$ cat src/rtl/param_fifo.sv
// Parametrised single-clock FIFO with occupancy count, almost flags and sticky error flags.
// Define PARAM_FIFO_FWFT_EN for a show-ahead read port; the default read port is registered.
module param_fifo #(
  parameter int DATA_WIDTH = 8,
  parameter int DEPTH      = 16,
  parameter int AF_THRESH  = DEPTH - 2,
  parameter int AE_THRESH  = 2,
  localparam int ADDR_W    = $clog2(DEPTH),
  localparam int CNT_W     = $clog2(DEPTH + 1)
) (
  input  logic                  clk,
  input  logic                  reset,
  input  logic                  wr_en,
  input  logic [DATA_WIDTH-1:0] data_in,
  input  logic                  rd_en,
  output logic [DATA_WIDTH-1:0] data_out,
  output logic                  rd_valid,
  output logic                  empty,
  output logic                  full,
  output logic                  almost_empty,
  output logic                  almost_full,
  output logic [CNT_W-1:0]      count,
  output logic                  overflow,
  output logic                  underflow,
  input  logic                  clr_err
);

  logic [DATA_WIDTH-1:0] mem [DEPTH];
  logic [ADDR_W-1:0]     wr_ptr;
  logic [ADDR_W-1:0]     rd_ptr;
  logic                  wr_acc;
  logic                  rd_acc;

  // Handshake: a write is taken when wr_en is high and the FIFO is not full, or when a read
  // is taken in the same cycle; a read is taken when rd_en is high and the FIFO is not empty.
  // There is no empty bypass: write+read on an empty FIFO stores the word and flags underflow.
  assign rd_acc = rd_en & ~empty;
  assign wr_acc = wr_en & (~full | rd_en);

  assign empty        = (count == '0);
  assign full         = (count == CNT_W'(DEPTH));
  assign almost_empty = (count <= CNT_W'(AE_THRESH));
  assign almost_full  = (count >= CNT_W'(AF_THRESH));

  // Explicit wrap so non-power-of-two depths work.
  function automatic logic [ADDR_W-1:0] ptr_inc(input logic [ADDR_W-1:0] p);
    return (p == ADDR_W'(DEPTH - 1)) ? '0 : p + 1'b1;
  endfunction

  always_ff @(posedge clk or negedge reset) begin
    if (!reset) begin
      wr_ptr    <= '0;
      rd_ptr    <= '0;
      count     <= '0;
      overflow  <= 1'b0;
      underflow <= 1'b0;
    end else begin
      if (wr_acc) wr_ptr <= ptr_inc(wr_ptr);
      if (rd_acc) rd_ptr <= ptr_inc(rd_ptr);
      case ({wr_acc, rd_acc})
        2'b10:   count <= count + 1'b1;
        2'b01:   count <= count - 1'b1;
        default: count <= count;
      endcase
      // A new error event wins over a clear in the same cycle.
      if (wr_en & ~wr_acc) overflow <= 1'b1;
      else if (clr_err)    overflow <= 1'b0;
      if (rd_en & empty)   underflow <= 1'b1;
      else if (clr_err)    underflow <= 1'b0;
    end
  end

  always_ff @(posedge clk) begin
    if (wr_acc) mem[wr_ptr] <= data_in;
  end

`ifdef PARAM_FIFO_FWFT_EN
  assign data_out = empty ? '0 : mem[rd_ptr];
  assign rd_valid = ~empty;
`else
  always_ff @(posedge clk or negedge reset) begin
    if (!reset) begin
      data_out <= '0;
      rd_valid <= 1'b0;
    end else begin
      rd_valid <= rd_acc;
      if (rd_acc) data_out <= mem[rd_ptr];
    end
  end
`endif

endmodule
$ cat config.mk
export PLATFORM = sky130hd
export DESIGN_NAME = param_fifo
export DESIGN_NICKNAME = d
export VERILOG_FILES = /design/src/rtl/param_fifo.sv
export SDC_FILE = /design/constraint.sdc
export NUM_CORES = 1
export LEC_CHECK = 0
export CELL_PAD_IN_SITES_DETAIL_PLACEMENT = 2
export CELL_PAD_IN_SITES_GLOBAL_PLACEMENT = 2
export CORE_ASPECT_RATIO = 1.4
export CORE_MARGIN = 2
export CORE_UTILIZATION = 40
export CTS_CLUSTER_SIZE = 8
export DETAILED_ROUTE_END_ITERATION = 8
export GPL_TIMING_DRIVEN = 0
export HOLD_SLACK_MARGIN = 0.03
export PLACE_DENSITY_LB_ADDON = 0.1
export SYNTH_ARGS = -nofsm -noshare
export SYNTH_HDL_FRONTEND = slang
export SYNTH_SLANG_ARGS = --single-unit
export TNS_END_PERCENT = 100
$ cat constraint.sdc
create_clock -name clk -period 4.6 [get_ports clk]
set_clock_uncertainty 0.15 [all_clocks]
set_input_delay 0.92 -clock clk [delete_from_list [all_inputs] [get_ports clk]]
set_output_delay 0.92 -clock clk [all_outputs]
set_load 0.02 [all_outputs]
==> results of run 1 <==
[worst paths after layout]
path / startpoint / to / slack [ps] / cells past startpoint
worst min-delay path: reset / count[2] / 350 / 1
min in group clk: underflow / underflow / 370 / 1
worst min register to register: underflow / underflow / 370 / 1
worst max-delay path: rd_en / count[4] / 1030 / 11
worst max register to register: count[1] / count[4] / 1050 / 13
max in group asynchronous: reset / data_out[2] / 3520 / 1
[logic make-up (layout without fill, tap and decap cells)]
group           after synthesis  after routing  synth area share [%]
xor+xnor                      6              6                 0.837
flops                       152            152                  70.7
mux                          51             51                  14.7
simple gates                 50             50                  4.84
compound gates               41             41                  4.72
fa+ha+maj                     9              9                  1.79
buf+inv                      25             89                  2.35
[metrics by stage]
stage,std cells,area [µm²]
floorplan,334,6280
global placement,562,6850
detailed placement,562,6850
CTS,594,7430
global route,594,7420
finish,594,7420
[layer usage]
layer	share of wire (%)	global-route usage, %	vias up
li1	-	-	1447
met1	41	25.6	1787
met2	54	35.1	69
met3	2.8	3.68	15
met4	1.6	6.75	0
met5	0	0	-
[power groups by stage]
stage          logic [mW]  clock network, mW  registers (mW)
6_report             1.57               1.37            1.81
3_3_place_gp         1.54                  0            1.82
2_1_floorplan       0.978                  0            1.87
4_1_cts              1.61               1.40            1.81
5_1_grt              1.70               1.44            1.83
3_5_place_dp         1.59                  0            1.83
[final cells by class]
cell class | count | area (µm²)
Clock inverter | 15 | 153
Timing Repair Buffer | 32 | 315
Multi-Input combinational cell | 157 | 1690
Buffer | 20 | 129
Clock buffer | 17 | 425
Inverter | 5 | 18.8
Sequential cell | 152 | 4440
Fill cell | 1395 | 8050
Tap cell | 196 | 245
[flip-flops by register name, summed over array words and instances (netlist names)]
name	count
count	5
data_out	8
mem	128
overflow	1
rd_ptr	4
rd_valid	1
underflow	1
wr_ptr	4
[cell usage in the layout, fill, tap and decap left out, types with 2 or more instances in the layout]
cell type / n
sky130_fd_sc_hd__clkinv_4: 2
sky130_fd_sc_hd__inv_8: 4
sky130_fd_sc_hd__nand2_1: 6
sky130_fd_sc_hd__a31oi_1: 9
sky130_fd_sc_hd__a21o_1: 2
sky130_fd_sc_hd__mux2_2: 11
sky130_fd_sc_hd__clkbuf_16: 17
sky130_fd_sc_hd__and3_1: 5
sky130_fd_sc_hd__ha_1: 9
sky130_fd_sc_hd__clkdlybuf4s50_1: 31
sky130_fd_sc_hd__and2_1: 7
sky130_fd_sc_hd__buf_6: 4
sky130_fd_sc_hd__dfrtp_1: 24
sky130_fd_sc_hd__nand2b_1: 4
sky130_fd_sc_hd__nor2_1: 4
sky130_fd_sc_hd__clkbuf_1: 4
sky130_fd_sc_hd__mux4_2: 32
sky130_fd_sc_hd__buf_4: 4
sky130_fd_sc_hd__a21oi_1: 2
sky130_fd_sc_hd__a22o_1: 2
sky130_fd_sc_hd__nand3_1: 5
sky130_fd_sc_hd__o22ai_1: 8
sky130_fd_sc_hd__mux2i_1: 8
sky130_fd_sc_hd__nor3b_1: 3
sky130_fd_sc_hd__edfxtp_1: 128
sky130_fd_sc_hd__buf_2: 8
sky130_fd_sc_hd__clkinv_8: 2
sky130_fd_sc_hd__nor3_1: 3
sky130_fd_sc_hd__xnor2_1: 3
sky130_fd_sc_hd__inv_1: 5
sky130_fd_sc_hd__nor2b_1: 3
sky130_fd_sc_hd__o21ai_0: 8
sky130_fd_sc_hd__and3_2: 4
sky130_fd_sc_hd__inv_6: 6
sky130_fd_sc_hd__xor2_1: 3
[critical path, delay by kind of cell]
family                   cells  cell delay [ps]
AND/OR/NAND/NOR              3              560
adder cells (fa/ha/maj)      2              450
XOR/XNOR                     1              130
buffers and inverters        3             1050
AO/OA/AOI/OAI                2              610
==> impl_metrics.json, run 1 <==
{
  "status": "complete, no violations",
  "floorplan.die.height_um": 152,
  "final_antenna_net_count": 0,
  "nNetsFinal": 407,
  "final-max-slew-violation-count": 0,
  "post_syn_area_per_cell_um2": 18.8,
  "globalRouteOverflowTotal": 0,
  "worst_hold_slack_ps": 353,
  "critical_path.endpoint_type": "flop",
  "final_min_period_over_clock_period_pct": 77.6,
  "synth.net_count": 356,
  "slew_headroom_pct": 47.9,
  "setup_total_negative_slack_ps": 0,
  "synthMostInstantiatedCell": "sky130_fd_sc_hd__edfxtp_1",
  "path_class": "in2reg",
  "synthesis.area_um2": 6280,
  "pre_cts_ws_ps": 568,
  "power.share.sequential_pct": 38.0,
  "wire_per_inst_um": 26.4,
  "cts-htree-levels": 4,
  "crit_fanout": 9,
  "cp-start-kind": "input port",
  "most_common_flop_cell_mapped_by_yosys": "sky130_fd_sc_hd__edfxtp_1",
  "cp_cell_sequence": "clkdlybuf4s50_1 > o31a_1 > inv_1 > ha_1 > clkbuf_1 > xor2_1 > ha_1 > o211a_1 > or4_1 > nand3_1 > nor3b_1",
  "power.density_nw_per_um2": 640,
  "final_util_pct": 48.0,
  "sw_frac_of_total_pct": 34.0,
  "grt_setup_unrepaired": "no",
  "grt_max_degree": 25,
  "post-synth-top-area-cell": "sky130_fd_sc_hd__edfxtp_1",
  "power.leakage_nw": 2.56,
  "synth-edff-count": 128,
  "cts_setup_buffers": 0,
  "clock_period_minus_final_worst_setup_slack_ps": 3570,
  "synth.top_cell.area_share_pct": 61.2,
  "cts_root_buf": "sky130_fd_sc_hd__clkbuf_16",
  "share_of_flip_flops_with_an_asynchronous_set_or_reset_pct": 15.8,
  "synthCells": 334,
  "dr.first_iter.drc_count": 215,
  "number_of_hold_buffers_added_after_cts": 0,
  "ffs_latches_synth": 152,
  "power_report.internal_total_mw": 3.14,
  "initial_standard_cell_utilization_of_the_core_pct": 40.6,
  "final_hpwl_from_detailed_placement_um": 10200,
  "grt_usage_pct": 20.4,
  "share_clk_of_total_power_pct": 28.9,
  "combinationalPowerShare_pct": 33.1,
  "timing.critical_path.arrival_ps": 3720,
  "gp_congestion": 0.727,
  "std_cell_rows": 54,
  "antenna_cells_inserted": 0,
  "timing.critical_path.slowest_cell_delay_ps": 520,
  "cts_inserted_buffers": 17,
  "layout-area-overhead-vs-synth_pct": 18.1,
  "die_w_um": 110,
  "hold_viol": 0,
  "netSwitchingPower_mw": 1.61,
  "drc": 0,
  "synth.top_cells.by_count": "sky130_fd_sc_hd__edfxtp_1, sky130_fd_sc_hd__mux4_2, sky130_fd_sc_hd__dfrtp_1",
  "coreArea_um2": 15500,
  "synth.area.top_cells": "sky130_fd_sc_hd__edfxtp_1, sky130_fd_sc_hd__mux4_2, sky130_fd_sc_hd__dfrtp_1",
  "drt-pass1-iter-count": 4,
  "worst_setup_margin_ps": 1030,
  "synth_sequential_area_ratio_pct": 70.7,
  "clock_latency_ps": 430,
  "first_global_vias": 3676,
  "cp_common_cell": "sky130_fd_sc_hd__ha_1",
  "setup_viol": 0,
  "power.ir.vdd_worst_mv": 0.324,
  "clk_buf_depth": 2,
  "max_freq_ghz": 0.280,
  "cpMaxStageDelayCell": "sky130_fd_sc_hd__clkdlybuf4s50_1",
  "detailroute.via_count": 3318,
  "yosysWarnings": 0,
  "timing_worst_slew_pin_value_ps": 781,
  "design_power_total_mw": 4.75,
  "antenna_found_initial": 0,
  "tritoncts": "built",
  "hp-class": "in2async",
  "synth_cell_types": 46,
  "die-area_um2": 16700,
  "ctsResizeCount": 0,
  "io-pin-count": 33,
  "drive_gt1_share_pct": 25.9,
  "number_of_max_cap_violations": 0,
  "clock_slew_at_reported_path_ffs_ps": 70,
  "cp_data_required_time_ps": 4750,
  "numPortBuffers": 32,
  "grt_pass1_wl_um": 23800,
  "clkSinkCount": 152,
  "routed_via_density": 5.59,
  "routed_wl_um": 15700
}
(Power assumes the default switching activity.)
==> run 2, diff against run 1 <==
==> constraint.sdc (replaced) <==
create_clock -name clk -period 3.3 [get_ports clk]
set_clock_uncertainty 0.15 [all_clocks]
set_input_delay 0.66 -clock clk [delete_from_list [all_inputs] [get_ports clk]]
set_output_delay 0.66 -clock clk [all_outputs]
set_load 0.02 [all_outputs]
==> run 2 against run 1 <==
Via count increased by 0.87%. Clock power grew 39%. Critical path depth grew 1. Highest routed layer unchanged.
==> impl_metrics.json, run 2 (synthesized netlist as in run 1, its figures left out) <==
{
  "fillCellCount": 1385,
  "power.ir.vdd_worst_mv": 0.450,
  "sw_frac_of_total_pct": 33.9,
  "numPortBuffers": 32,
  "cts_inserted_buffers": 17,
  "clock_latency_ps": 430,
  "slew_headroom_pct": 47.0,
  "layout-area-overhead-vs-synth_pct": 19.4,
  "drive_gt1_share_pct": 28.6,
  "hold_viol": 0,
  "cpMaxStageDelayCell": "sky130_fd_sc_hd__or4_4",
  "routed_via_density": 5.57,
  "critical_path.endpoint_type": "flop",
  "power.density_nw_per_um2": 890,
  "netSwitchingPower_mw": 2.26,
  "nNetsFinal": 414,
  "clkSinkCount": 152,
  "clock_period_minus_final_worst_setup_slack_ps": 3160,
  "number_of_max_cap_violations": 0,
  "status": "complete, no violations",
  "path_class": "reg2reg",
  "dr.first_iter.drc_count": 208,
  "final-max-slew-violation-count": 0,
  "share_clk_of_total_power_pct": 28.7,
  "critPathBufInv": 3,
  "final_hpwl_from_detailed_placement_um": 10200,
  "cts-htree-levels": 4,
  "die_w_um": 110,
  "cp-start-kind": "flop",
  "final_min_period_over_clock_period_pct": 95.8,
  "groute.layer.met3.usage_pct": 3.68,
  "setup_viol": 0,
  "hp-class": "in2async",
  "drc": 0,
  "routed_wl_um": 15800,
  "power.share.sequential_pct": 37.8,
  "max_freq_ghz": 0.316,
  "timing_worst_slew_pin_value_ps": 795,
  "cp_data_required_time_ps": 3450,
  "power_report.internal_total_mw": 4.41,
  "wire_per_inst_um": 26.3,
  "worst_reg2reg_setup_slack_ps": 140,
  "grt.busiest_layer": "met2",
  "coreArea_um2": 15500,
  "cp_cell_sequence": "buf_6 > or3_4 > buf_6 > o31a_4 > ha_2 > clkbuf_8 > xor2_1 > ha_2 > o211a_1 > or4_4 > nand3_2 > nor3b_1",
  "crit_family": "simple AND/OR/NAND/NOR gates",
  "gr-usage-met2_pct": 35.3,
  "grt_usage_pct": 20.4,
  "gp_congestion": 0.727,
  "non_filler_cells_final": 601,
  "initial_standard_cell_utilization_of_the_core_pct": 40.6,
  "floorplan.die.height_um": 152,
  "power.leakage_nw": 2.61,
  "gr-usage-met1_pct": 25.6,
  "layout.cells.most_common": "sky130_fd_sc_hd__edfxtp_1",
  "drt-pass1-iter-count": 4,
  "final_util_pct": 48.5,
  "dpl.cell_count": 562,
  "std_cell_rows": 54,
  "detailroute.via_count": 3347,
  "first_global_vias": 3692,
  "grt_max_degree": 25,
  "tritoncts": "built",
  "clk_buf_depth": 2,
  "grt_pass1_wl_um": 23800,
  "globalRouteOverflowTotal": 0,
  "grt_setup_unrepaired": "no",
  "layout.cells.most_common_list": "sky130_fd_sc_hd__edfxtp_1, sky130_fd_sc_hd__mux4_2, sky130_fd_sc_hd__clkdlybuf4s50_1",
  "die-area_um2": 16700,
  "antenna_found_initial": 0,
  "final_antenna_net_count": 0,
  "largest_register_ffs": 128,
  "io-pin-count": 33,
  "clock_slew_at_reported_path_ffs_ps": 70,
  "biggestRegsByFlops": "mem x128, data_out x8, count x5",
  "antenna_cells_inserted": 0,
  "combinationalPowerShare_pct": 33.6,
  "timing.critical_path.arrival_ps": 3310,
  "crit_fanout": 9,
  "number_of_hold_buffers_added_after_cts": 0,
  "cts_root_buf": "sky130_fd_sc_hd__clkbuf_16",
  "timing.critical_path.slowest_cell_delay_ps": 420,
  "largest_register": "mem"
}
[run 2: power by group through the flow]
stage          clock network, mW  registers (mW)  logic, mW
3_5_place_dp                   0            2.55       2.22
5_1_grt                     2.01            2.55       2.43
2_1_floorplan                  0            2.60       1.36
4_1_cts                     1.95            2.52       2.26
3_3_place_gp                   0            2.54       2.15
6_report                    1.91            2.52       2.24
[run 2: final cells by class]
type | count | area, µm² | share of cell area (%)
plain buffers | 19 | 128 | 1.70
clock buffers | 17 | 425 | 5.67
clock inverters | 15 | 153 | 2.04
inverters | 5 | 18.8 | 0.250
multi-input cells | 157 | 1710 | 22.8
flip-flops and latches | 152 | 4440 | 59.2
well taps | 196 | 245 | 3.27
repair buffers | 40 | 375 | 5.00
[run 2: path summary, 6_finish.rpt]
path / start / endpoint / depth (start not counted)
max: count[1] / count[4] / 12
min: reset / count[2] / 1
max reg2reg: count[1] / count[4] / 12
min reg2reg: underflow / underflow / 1
max in group asynchronous: reset / rd_ptr[1] / 1
min in group clk: underflow / underflow / 1
[run 2: worst register-to-register path, stage by stage (launching register included)]
cell and delay (ps):
sky130_fd_sc_hd__dfrtp_1 390, sky130_fd_sc_hd__buf_6 140, sky130_fd_sc_hd__or3_4 380, sky130_fd_sc_hd__buf_6 140, sky130_fd_sc_hd__o31a_4 360, sky130_fd_sc_hd__ha_2 190
sky130_fd_sc_hd__clkbuf_8 160, sky130_fd_sc_hd__xor2_1 150, sky130_fd_sc_hd__ha_2 190, sky130_fd_sc_hd__o211a_1 240, sky130_fd_sc_hd__or4_4 420, sky130_fd_sc_hd__nand3_2 90
sky130_fd_sc_hd__nor3b_1 50
[run 2: per-stage QoR]
step	total power, mW	cell area (µm²)	setup TNS, ps	worst slack (ps)	hold WS, ps
2_1_floorplan	3.96	6280	0	0.427	214
3_3_place_gp	4.69	6850	-650	-421	351
3_5_place_dp	4.77	6850	-816	-472	360
4_1_cts	6.73	7460	0	23.6	380
5_1_grt	6.99	7500	0	15.0	127
6_report	6.67	7500	0	138	96.0
[run 2: per-layer routing]
layer	share of wire (%)	vias up
met5	0	-
met4	1.7	0
met3	3.0	17
met2	54	71
met1	41	1796
li1	-	1463
[run 2: repair_timing]
item,4_1_cts,5_1_grt
resized for setup,9,3
endpoints found under the setup margin,2,1
pin swaps,0,3
cloned,0,0
endpoints found under the hold margin,0,0
buffers inserted,0,8
